`config.mk`:
```
export PLATFORM = sky130hd
export DESIGN_NAME = adam_mem_arbiter
export DESIGN_NICKNAME = d
export VERILOG_FILES = /design/src/rtl/adam_mem_arb_pkg.sv /design/src/rtl/adam_rr_sel.sv /design/src/rtl/adam_mem_arbiter.sv
export SDC_FILE = /design/constraint.sdc
export NUM_CORES = 1
export LEC_CHECK = 0
export ABC_AREA = 1
export CAP_MARGIN = 20
export CORE_AREA = 2 2 108 110
export CTS_CLUSTER_SIZE = 24
export DETAILED_ROUTE_END_ITERATION = 16
export DIE_AREA = 0 0 110 112
export PLACE_DENSITY_LB_ADDON = 0.15
export SYNTH_ARGS = -nofsm -noshare
export SYNTH_HDL_FRONTEND = slang
export SYNTH_HIERARCHICAL = 1
export SYNTH_SLANG_ARGS = --single-unit
```
`constraint.sdc`:
```
create_clock -name clk -period 1.8 [get_ports clk]
set_input_delay 0.45 -clock clk [delete_from_list [all_inputs] [get_ports clk]]
set_output_delay 0.45 -clock clk [all_outputs]
set_load 0.01 [all_outputs]
```
`src/rtl/adam_mem_arb_pkg.sv`:
```
// Shared types and helpers for the memory arbiter and its round-robin selector.
// Pipeline tags are sized for the largest supported requester count.
package adam_mem_arb_pkg;

    localparam int MAX_RD_LATENCY = 4;
    localparam int MAX_REQS       = 8;
    localparam int ID_MAX_W       = 3;

    typedef struct packed {
        logic                valid;
        logic [ID_MAX_W-1:0] id;
    } rd_tag_t;

    function automatic logic [ID_MAX_W-1:0] next_idx(input logic [ID_MAX_W-1:0] ptr,
                                                     input int unsigned n);
        if (32'(ptr) + 1 >= n) return '0;
        return ptr + ID_MAX_W'(1);
    endfunction

endpackage

```
`src/rtl/adam_rr_sel.sv`:
```
// Combinational round-robin selector: first asserted request at or above prio_ptr,
// wrapping modulo N. Returns a one-hot grant and its binary index.
module adam_rr_sel #(
    parameter int N     = 2,
    parameter int PTR_W = 1
) (
    input  logic [N-1:0]     req,
    input  logic [PTR_W-1:0] prio_ptr,
    output logic [N-1:0]     gnt,
    output logic [PTR_W-1:0] idx
);

    localparam logic [PTR_W:0] N_W = (PTR_W+1)'(N);

    logic [N-1:0]     rot;
    logic [PTR_W-1:0] off;
    logic [PTR_W:0]   sum;
    logic             found;

    // Rotating the doubled vector puts the priority position at bit 0.
    assign rot = N'({req, req} >> prio_ptr);

    always_comb begin
        found = 1'b0;
        off   = '0;
        for (int k = 0; k < N; k++) begin
            if (!found && rot[k]) begin
                found = 1'b1;
                off   = PTR_W'(k);
            end
        end
    end

    always_comb begin
        sum = {1'b0, prio_ptr} + {1'b0, off};
        idx = (sum >= N_W) ? PTR_W'(sum - N_W) : PTR_W'(sum);
    end

    always_comb begin
        gnt = '0;
        for (int j = 0; j < N; j++) begin
            gnt[j] = found && (idx == PTR_W'(j));
        end
    end

endmodule

```
`src/rtl/adam_mem_arbiter.sv`:
```
// Round-robin arbiter sharing one single-port memory between NO_REQS requesters,
// with same-cycle grant and fixed-latency tagged read-data return.
module adam_mem_arbiter
    import adam_mem_arb_pkg::*;
#(
    parameter int NO_REQS    = 2,
    parameter int ADDR_WIDTH = 32,
    parameter int DATA_WIDTH = 32,
    parameter int RD_LATENCY = 1
) (
    input  logic                           clk,
    input  logic                           rstn,
    input  logic [NO_REQS-1:0]             slv_req,
    output logic [NO_REQS-1:0]             slv_gnt,
    input  logic [NO_REQS*ADDR_WIDTH-1:0]  slv_addr,
    input  logic [NO_REQS-1:0]             slv_we,
    input  logic [NO_REQS*DATA_WIDTH/8-1:0] slv_be,
    input  logic [NO_REQS*DATA_WIDTH-1:0]  slv_wdata,
    output logic [DATA_WIDTH-1:0]          slv_rdata,
    output logic [NO_REQS-1:0]             slv_rvalid,
    output logic                           mst_req,
    output logic [ADDR_WIDTH-1:0]          mst_addr,
    output logic                           mst_we,
    output logic [DATA_WIDTH/8-1:0]        mst_be,
    output logic [DATA_WIDTH-1:0]          mst_wdata,
    input  logic [DATA_WIDTH-1:0]          mst_rdata
);

    localparam int STRB_WIDTH = DATA_WIDTH / 8;
    localparam int PTR_W      = (NO_REQS > 1) ? $clog2(NO_REQS) : 1;

    if (NO_REQS < 1 || NO_REQS > MAX_REQS || RD_LATENCY < 1 || RD_LATENCY > MAX_RD_LATENCY) begin : g_param_check
        $error("adam_mem_arbiter: NO_REQS or RD_LATENCY out of range");
    end

    logic [PTR_W-1:0]   prio_ptr;
    logic [PTR_W-1:0]   gnt_idx;
    logic [NO_REQS-1:0] sel_gnt;
    rd_tag_t            pipe [RD_LATENCY];

    adam_rr_sel #(
        .N     (NO_REQS),
        .PTR_W (PTR_W)
    ) u_rr_sel (
        .req      (slv_req),
        .prio_ptr (prio_ptr),
        .gnt      (sel_gnt),
        .idx      (gnt_idx)
    );

    assign slv_gnt = rstn ? sel_gnt : '0;
    // Any pending request is granted this cycle, so mst_req doubles as "accepted".
    assign mst_req = rstn & (|slv_req);

    always_comb begin
        mst_addr  = '0;
        mst_we    = 1'b0;
        mst_be    = '0;
        mst_wdata = '0;
        for (int i = 0; i < NO_REQS; i++) begin
            if (slv_gnt[i]) begin
                mst_addr  = slv_addr[i*ADDR_WIDTH +: ADDR_WIDTH];
                mst_we    = slv_we[i];
                mst_be    = slv_be[i*STRB_WIDTH +: STRB_WIDTH];
                mst_wdata = slv_wdata[i*DATA_WIDTH +: DATA_WIDTH];
            end
        end
    end

    always_ff @(posedge clk) begin
        if (!rstn) begin
            prio_ptr <= '0;
        end else if (mst_req) begin
            prio_ptr <= PTR_W'(next_idx(ID_MAX_W'(gnt_idx), NO_REQS));
        end
    end

    always_ff @(posedge clk) begin
        if (!rstn) begin
            for (int k = 0; k < RD_LATENCY; k++) begin
                pipe[k] <= '0;
            end
        end else begin
            pipe[0].valid <= mst_req && !mst_we;
            pipe[0].id    <= ID_MAX_W'(gnt_idx);
            for (int k = 1; k < RD_LATENCY; k++) begin
                pipe[k] <= pipe[k-1];
            end
        end
    end

    always_comb begin
        slv_rvalid = '0;
        for (int i = 0; i < NO_REQS; i++) begin
            slv_rvalid[i] = rstn && pipe[RD_LATENCY-1].valid
                            && (pipe[RD_LATENCY-1].id == ID_MAX_W'(i));
        end
    end

    assign slv_rdata = mst_rdata;

`ifndef SYNTHESIS
    a_gnt_onehot : assert property (@(posedge clk) $onehot0(slv_gnt));
    a_gnt_has_req: assert property (@(posedge clk) (slv_gnt & ~slv_req) == '0);
    a_req_has_gnt: assert property (@(posedge clk) mst_req |-> (|slv_gnt));
`endif

endmodule

```
==> flow_summary_export.csv <==
group,metric,value,unit
outcome,status,"finished, violations left",
outcome,violations,"negative setup slack",
yosys,synth.distinct_cells,14,
job,cap_violations,0,
timing,clock_skew,0.000559,ns
cells_and_area,nFillCells,1192,
yosys,seq_area_frac_synth,0.0419,
routing,routed-wl-met3,877,µm
die,die_w,110,µm
yosys,ys_ff_latch,3,
cells_and_area,drive_above_1_share,0.424,
yosys,ys.flop_type,"dfxtp_1",
timing,fin_ws,-0.228,ns
timing,min_period_over_period,1.13,
yosys,synth.avg_cell_area,4.89,µm²
global_routing,antenna_found_initial,0,
global_routing,grt_usage,0.151,
die,row_count,39,
timing,slew_headroom,0.894,
die,core-area,11200,µm²
yosys,netlist_area,1430,µm²
cells_and_area,ff_latch_area,61.3,µm²
clock_tree,cts.sinks,3,
clock_tree,clk_pin_slew,0.03,ns
place,routabilityCongestion,0.744,
worst_setup_path,critPathSlowestCell,"buf_2",
clock_tree,cts_tree,"built",
routing,ant_nets,0,
clock_tree,cts_root_buf,"clkbuf_16",
power_and_ir_drop,swShare,0.333,
power_and_ir_drop,power_density,348,nW/µm²
cells_and_area,postLayoutCoreUtil,0.397,
routing,vias_per_cell,4.17,
global_routing,grt_pass1_wl,14400,µm
yosys,yosys.cell_count.top_type,"nand2_1",
cells_and_area,num-nets-final,699,
yosys,synthSimpleGateAreaFrac,0.411,
min_path,hp-start,"slv_req[1]",
timing,final_hold_viol_count,0,
timing,setup_viol,69,
global_routing,grt_overflow,0,
power_and_ir_drop,comb_power_share,0.721,
timing,min_period,2.03,ns
timing,worst_pin_slew,0.158,ns
yosys,synthCells,293,
routing,drc,0,
yosys,synth_area_leader_cell,"nand2_1",
worst_setup_path,cp_max_fo,8,
power_and_ir_drop,power_frac_clock,0.229,
clock_tree,clock_latency,0.22,ns
worst_setup_path,cp.arrival,1.58,ns
power_and_ir_drop,power_switching,0.513,mW
routing,met2_length,5600,µm
yosys,synth_top_family_by_area,"simple AND/OR/NAND/NOR gates",
yosys,netlist.area_leader.share,0.377,
die,initial_utilization,0.128,
timing,clock.fmax,493,MHz
cells_and_area,syn2layout_area_growth,209,%
min_path,hold_class,"primary input to register",
yosys,async_flop_share,0,
place,hpwlAfterDp,6120,µm
routing,drt-met1-wl,3730,µm
clock_tree,clockBufferDepth,2,
yosys,synth_area_leaders,"nand2_1 (38%), o21ai_0 (21%), buf_4 (18%)",
power_and_ir_drop,irDropWorstVdd,0.333,mV
worst_setup_path,rr_worst_depth,11,
worst_setup_path,rr_startpoint,"prio_ptr$_SDFFE_PN0P_",
global_routing,first_global_vias,2718,
die,die_y,112,µm
yosys,synth_compound_area_frac,0.274,
routing,wirelength,10400,µm
worst_setup_path,end_kind,"primary output",
worst_setup_path,rrSetupSlack,0.42,ns
yosys,synth-adder-area-share,0,
yosys,synthMuxAreaShare,0,
timing,final.setup.tns,-9.98,ns
cells_and_area,diodes,0,
worst_setup_path,crit_chain,"buf_8, inv_6, nor2_4, nor2_4, nand2_2, inv_4, buf_8, buf_16, buf_12, buf_6, nand2_4, o21ai_2, buf_2",
power_and_ir_drop,seqPwrFrac,0.050,
power_and_ir_drop,internal-power,1.03,mW
cells_and_area,multi_input_area,1260,µm²
place,port_buffers,215,
yosys,synth_xor_area_frac,0,
power_and_ir_drop,leakage,2.12,nW
worst_setup_path,cp_data_required_time,1.35,ns
worst_setup_path,worst_r2r_endpoint,"pipe[0][1]$_SDFF_PN0_",
min_path,holdPathStages,4,
min_path,whs_endpoint,"prio_ptr$_SDFFE_PN0P_",
worst_setup_path,critPathKind,"primary input to primary output",
yosys,synth_common_cells,"nand2_1 (144), o21ai_0 (59), buf_4 (35)",
die,die-area,12300,µm²
routing,drtIter0Drc,59,
clock_tree,cts_hold_buf,0,
routing,top_layer,"met4",
timing,slew_viol_final,0,
yosys,yosysWarnings,6,
clock_tree,cts_buffers,3,
routing,vias,2784,
global_routing,grt_max_degree,36,
timing,rsz0062_at_grt,"yes",
worst_setup_path,worstSetupStartpointType,"primary input",
routing,drt-pass1-iter-count,4,
yosys,synth_nets,467,
clock_tree,htreeDepth,1,
die,pin_count,280,
worst_setup_path,crit_path_max_incr_delay,0.14,ns
routing,wl_per_cell,15.6,µm
yosys,synth_edf_count,0,
==> placed cells by master (no fill, tap or decap), types with 3 or more instances in the layout <==
cell and instances:
buf_2 67, o21ai_2 40, buf_16 6, buf_8 7, nor2_1 8, nand2_4 8
clkdlybuf4s50_1 138, buf_4 14, dlygate4sd2_1 3, o21ai_4 3, clkbuf_16 8, o21ai_1 24
buf_6 28, nand2_2 20, nand2_1 117, buf_12 11, inv_1 5
==> state kept, by name (all words and copies together) (netlist names) <==
name and cells:
prio_ptr 1, pipe 2
==> layer usage <==
metal,vias to the layer above,global-route usage
li1,1364,-
met2,132,0.299
met5,-,0
met1,1270,0.153
met4,0,0.0371
met3,18,0.0357
==> timing repair <==
action,CTS,global route
setup endpoints to repair,74,71
setup buffers,40,10
pin swaps,17,19
resized for setup,454,78
gates cloned,11,6
==> kinds of logic after synthesis <==
logic type	count (synthesis)
compound gates	71
buf+inv	63
flops	3
simple gates	156
==> critical path: cells and delay by family <==
kind / cells / cell delay (ns)
buffers and inverters: 8 / 0.84
AND/OR/NAND/NOR: 4 / 0.25
AO/OA/AOI/OAI: 1 / 0.05
==> power groups by stage <==
stage	sequential, mW	clock [mW]	combinational, mW
after global placement	0.0759	0	0.860
after detailed placement	0.0755	0	0.862
after floorplan	0.0761	0	0.338
after CTS	0.0766	0.360	1.06
final	0.0764	0.353	1.11
after global routing	0.0769	0.370	1.20
==> final cells by class <==
type	instances	area share
inverters	10	0.0136
well taps	143	0.0404
repair buffers	280	0.630
flip-flops and latches	3	0.0138
multi-input cells	227	0.285
clock buffers	4	0.0178
==> how the worst max path moves through the flow <==
stage                                from             to  depth (start not counted)
detailed placement             slv_req[1]  mst_wdata[28]                          7
finish                         slv_req[0]   mst_addr[29]                         13
global placement               slv_req[1]  mst_wdata[28]                          7
floorplan                      slv_req[0]    mst_addr[0]                          7
global route                   slv_req[0]   mst_addr[29]                         13
CTS                 prio_ptr$_SDFFE_PN0P_   mst_addr[23]                         10
==> metrics by stage <==
step	total power, mW	cells	setup slack, ns	hold WS [ns]	cell area [µm²]
final	1.54	667	-0.228	0.580	4430
after global routing	1.65	667	-0.305	0.618	4430
after CTS	1.49	664	-0.478	0.571	4220
after detailed placement	0.938	610	-1.08	0.606	3580
after global placement	0.936	610	-1.10	0.616	3580
after floorplan	0.414	293	0.0543	0.528	1430
No activity file was read; power rests on OpenSTA's default activity.
